--- config.mk ---
export PLATFORM = sky130hd
export DESIGN_NAME = sweep_ctrl_amisha
export DESIGN_NICKNAME = d
export VERILOG_FILES = /design/src/rtl/sweep_ctrl_amisha.sv
export SDC_FILE = /design/constraint.sdc
export NUM_CORES = 1
export LEC_CHECK = 0
export ABC_AREA = 1
export BUFFER_PORTS_ARGS = -buffer_cell sky130_fd_sc_hd__buf_4
export CORE_ASPECT_RATIO = 1.25
export CORE_MARGIN = 2
export CORE_UTILIZATION = 52
export CTS_CLUSTER_DIAMETER = 200
export DETAILED_ROUTE_END_ITERATION = 7
export PLACE_DENSITY = 0.78
export SYNTH_ARGS = -nofsm -noshare
export SYNTH_HDL_FRONTEND = slang
export SYNTH_SLANG_ARGS = --single-unit
--- constraint.sdc ---
create_clock -name clk_amisha -period 1.75 [get_ports clk_amisha]
set_input_delay 0.0875 -clock clk_amisha [delete_from_list [all_inputs] [get_ports clk_amisha]]
set_output_delay 0.0875 -clock clk_amisha [all_outputs]
set_load 0.02 [all_outputs]
--- src/rtl/sweep_ctrl_amisha.sv ---
// Sweep controller for an attached universal counter: clears, loads lo, then runs
// a programmable number of up/down sweeps between the latched lo and hi bounds.
module sweep_ctrl_amisha #(
    parameter int N = 8
) (
    input  logic         clk_amisha,
    input  logic         reset_amisha,
    input  logic         start_amisha,
    input  logic         abort_amisha,
    input  logic [N-1:0] lo_amisha,
    input  logic [N-1:0] hi_amisha,
    input  logic [3:0]   cycles_amisha,
    input  logic [N-1:0] q_amisha,
    output logic         syn_clr_amisha,
    output logic         load_amisha,
    output logic         en_amisha,
    output logic         up_amisha,
    output logic [N-1:0] d_amisha,
    output logic         busy_amisha,
    output logic         done_amisha,
    output logic         err_amisha,
    output logic [3:0]   sweeps_left_amisha
);

    typedef enum logic [2:0] {
        StIdle,
        StClr,
        StLoad,
        StUp,
        StDown,
        StDone,
        StErr
    } state_t;

    state_t       state_q;
    logic [N-1:0] lo_q;
    logic [N-1:0] hi_q;
    logic [3:0]   sweeps_q;
    logic         err_q;

    logic active;
    logic kill;
    logic q_bad;
    logic start_ok;

    always_comb begin
        active   = (state_q == StClr) || (state_q == StLoad) || (state_q == StUp) ||
                   (state_q == StDown) || (state_q == StDone);
        kill     = abort_amisha && active;
        q_bad    = (q_amisha < lo_q) || (q_amisha > hi_q);
        start_ok = (lo_amisha < hi_amisha) && (cycles_amisha != 4'd0);
    end

    // Counter controls follow q in the same cycle, so they are decoded, not registered.
    always_comb begin
        syn_clr_amisha     = (state_q == StClr) && !kill;
        load_amisha        = (state_q == StLoad) && !kill;
        d_amisha           = (state_q == StLoad) ? lo_q : '0;
        up_amisha          = (state_q == StUp);
        en_amisha          = 1'b0;
        if (!kill && !q_bad) begin
            if (state_q == StUp) begin
                en_amisha = (q_amisha != hi_q);
            end else if (state_q == StDown) begin
                en_amisha = (q_amisha != lo_q);
            end
        end
        busy_amisha        = active;
        done_amisha        = (state_q == StDone) && !abort_amisha;
        err_amisha         = err_q;
        sweeps_left_amisha = sweeps_q;
    end

    always_ff @(posedge clk_amisha) begin
        if (reset_amisha) begin
            state_q  <= StIdle;
            lo_q     <= '0;
            hi_q     <= '0;
            sweeps_q <= 4'd0;
            err_q    <= 1'b0;
        end else if (kill) begin
            state_q <= StIdle;
        end else begin
            unique case (state_q)
                StIdle, StErr: begin
                    if (start_amisha) begin
                        if (start_ok) begin
                            lo_q     <= lo_amisha;
                            hi_q     <= hi_amisha;
                            sweeps_q <= cycles_amisha;
                            err_q    <= 1'b0;
                            state_q  <= StClr;
                        end else begin
                            err_q <= 1'b1;
                        end
                    end
                end
                StClr:  state_q <= StLoad;
                StLoad: state_q <= StUp;
                StUp: begin
                    if (q_bad) begin
                        err_q   <= 1'b1;
                        state_q <= StErr;
                    end else if (q_amisha == hi_q) begin
                        state_q <= StDown;
                    end
                end
                StDown: begin
                    if (q_bad) begin
                        err_q   <= 1'b1;
                        state_q <= StErr;
                    end else if (q_amisha == lo_q) begin
                        sweeps_q <= sweeps_q - 4'd1;
                        state_q  <= (sweeps_q == 4'd1) ? StDone : StUp;
                    end
                end
                StDone:  state_q <= StIdle;
                default: state_q <= StIdle;
            endcase
        end
    end

endmodule

==> results.cfg <==
[status]
status = finished with violations
violations = negative setup slack

[routing]
drc = 0
dr_wl_met3_um = 165
post_drt_wl_per_cell_um = 13.3
drt.antenna.violating_nets = 0
wl_met2_um = 2540
dr.pass1.iters = 4
vias = 1910
finalWirelength_um = 4760
drt-met1-wl_um = 1960
viasPerCell = 5.32
routed.top_layer = met4
drt_iter0_drc = 46

[cells_and_area]
fin_area_um2 = 2480
nets = 381
drive_above_1_share = 0.351
fillers = 254
antenna_cells = 0
area_growth_pct = 40.4

[worst_setup_path]
path_max_fanout = 2
worst-setup-path-type = flip-flop to primary output
cp-end-kind = primary output
cp.required_ps = 1660
worst_setup_path_start_kind = flip-flop
startpoint = hi_q[3]$_SDFFE_PP0P_
r2r_start = hi_q[3]$_SDFFE_PP0P_
crit_arrival_ps = 1710

[timing]
slew_headroom = 0.614
worstMarginPinSlew_ps = 578
max_freq_ghz = 0.556
setup_slack_ps = -48.7
whs_ps = 90.9
finalCritPeriodShare = 1.03
rsz0062_at_grt = true
slew_viol_final = 0
period_minus_slack_ps = 1800
setup_viol = 1
hold_viol = 0
clock_skew_ps = 5.47

[synthesis]
yosysTopAreaCell = dfxtp_1
yosysWarnings = 0
synth-seq-cells = 24
ys_seq_area_frac = 0.272
synth.distinct_cells = 23
yosys-top-cells-area = dfxtp_1 27%, ha_1 18%, nand2_1 13%, inv_1 8.5%, a21oi_1 7.9%
syn_nets = 326
synth_top_cell_area_share = 0.272
avgSynthCellArea_um2 = 6.56
syn_inst = 269
synth_area_um2 = 1760

[hold_path]
hp-start = reset_amisha
hp-class = input port to flip-flop

[die]
die_w_um = 56.1
rows = 23
die_y_um = 69.1
initial_utilization = 0.547
dieArea_um2 = 3880
io-pin-count = 51
core_um2 = 3220

[power]
ir_worst_vdd_v = 0.00101
powerDensity_nw_per_um2 = 1270
power_leakage_nw = 1.22

[grt]
grt-ovfl-total = 0
antenna_found_initial = 0
grt_usage = 0.227
grt_pass1_vias = 1752
grt_pass1_wl_um = 7280
grt_start_max_net_pins = 22

[placement]
dp_hpwl_um = 3270
gp_congestion = 0.858
io_buffers = 50
placed_area_um2 = 2180

[cts]
clockBufferDepth = 2
cts_root_buf = clkbuf_8
cts-buffers-inserted = 3
cts_tree = built
clk_latency_ps = 260
htreeDepth = 1
cts.sinks = 24
clk_pin_slew_ps = 80

[run]
cap_violations = 0
==> where the power goes <==
| group | total (W) | switching [W] | leakage [nW] | internal, W |
|---|---|---|---|---|
| logic | 0.00200 | 0.00121 | 0.996 | 0.000798 |
| registers | 0.000820 | 0.000104 | 0.199 | 0.000716 |
| clock network | 0.000326 | 0.000172 | 0.0216 | 0.000154 |
==> logic make-up after synthesis <==
| kind of cell | count (synthesis) | share of synthesized area |
|---|---|---|
| AO/OA/AOI/OAI | 55 | 0.159 |
| XOR/XNOR | 2 | 0.00993 |
| adder cells (fa/ha/maj) | 25 | 0.177 |
| buffers and inverters | 51 | 0.112 |
| flip-flops | 24 | 0.272 |
| AND/OR/NAND/NOR | 112 | 0.270 |
==> synth_stat cells, drive strengths merged <==
| cell | n |
|---|---|
| nand2 | 60 |
| inv | 45 |
| nor2 | 36 |
| a21oi | 28 |
| ha | 25 |
| o21ai | 25 |
| dfxtp | 24 |
| nand3 | 11 |
| buf | 5 |
| nand4 | 2 |
| nor3 | 2 |
| a21o | 1 |
| and3 | 1 |
| clkbuf | 1 |
| o21a | 1 |
| xnor2 | 1 |
| xor2 | 1 |
==> cell type report <==
cell class / instances / area [um2] / area share
Clock buffer: 3 / 41.3 / 0.0167
Inverter: 45 / 169 / 0.0682
Multi-Input combinational cell: 194 / 1310 / 0.529
Sequential cell: 24 / 487 / 0.197
Tap cell: 37 / 46.3 / 0.0187
Timing Repair Buffer: 56 / 424 / 0.171
==> flip-flops by register name (all words and copies together) (netlist names) <==
| signal | flops |
|---|---|
| hi_q | 8 |
| state_q | 3 |
| err_amisha | 1 |
| sweeps_left_amisha | 4 |
| lo_q | 8 |
==> path summary, 6_finish.rpt <==
| check | to | slack, ps | cells past startpoint |
|---|---|---|---|
| worst max-delay path | en_amisha | -50 | 12 |
| worst min-delay path | state_q[2]$_SDFFE_PP0P_ | 90 | 4 |
| worst max register to register | sweeps_left_amisha[1]$_SDFFE_PP0P_ | 60 | 15 |
| worst min register to register | hi_q[6]$_SDFFE_PP0P_ | 480 | 2 |
==> layout by cell type, fill, tap and decap left out, types with 2 or more instances in the layout <==
cell type	n
nor2_2	4
nand3_2	2
ha_4	13
inv_1	27
o21ai_1	3
dfxtp_2	5
buf_4	55
a21oi_1	28
o21ai_0	20
dfxtp_1	19
nand3_1	7
nand2_2	4
clkbuf_8	3
o21ai_2	2
nand2_1	54
ha_1	12
inv_2	18
nor2_1	31
nand2_4	2
nand3_4	2
nor3_1	2
==> layer usage <==
metal / track usage / vias to the layer above
met5: 0 / -
met4: 0.0873 / 0
met3: 0.0225 / 9
met2: 0.392 / 46
met1: 0.287 / 886
li1: - / 969
==> per-stage QoR <==
| stage | utilization | setup WS, ps | cells | total power [W] | setup TNS (ps) |
|---|---|---|---|---|---|
| 2_1_floorplan | - | 192 | 269 | 0.00203 | 0 |
| 3_3_place_gp | 0.676 | 8.41 | 353 | 0.00247 | 0 |
| 3_5_place_dp | 0.676 | -21.5 | 353 | 0.00250 | -45.9 |
| 4_1_cts | 0.726 | -1.37 | 358 | 0.00293 | -1.37 |
| 5_1_grt | 0.768 | -148 | 359 | 0.00343 | -792 |
| 6_report | 0.768 | -48.7 | 359 | 0.00315 | -48.7 |
==> critical path, stage by stage, from the launching register on <==
cell and delay (ps):
dfxtp_1 350, inv_2 60, ha_4 210, nand2_1 80, inv_2 40, nand2_1 50
nand2_1 70, nand2_1 80, nand2_1 70, nand2_2 80, nand3_2 90, nor2_2 140
buf_6 130
==> timing repair <==
action | CTS | global route
endpoints found under the hold margin | 0 | 0
pin swaps | 8 | 21
buffers inserted | 2 | 1
hold buffers | 0 | 0
endpoints found under the setup margin | 5 | 9
resized for setup | 17 | 33
No activity file was read; power rests on OpenSTA's default activity.
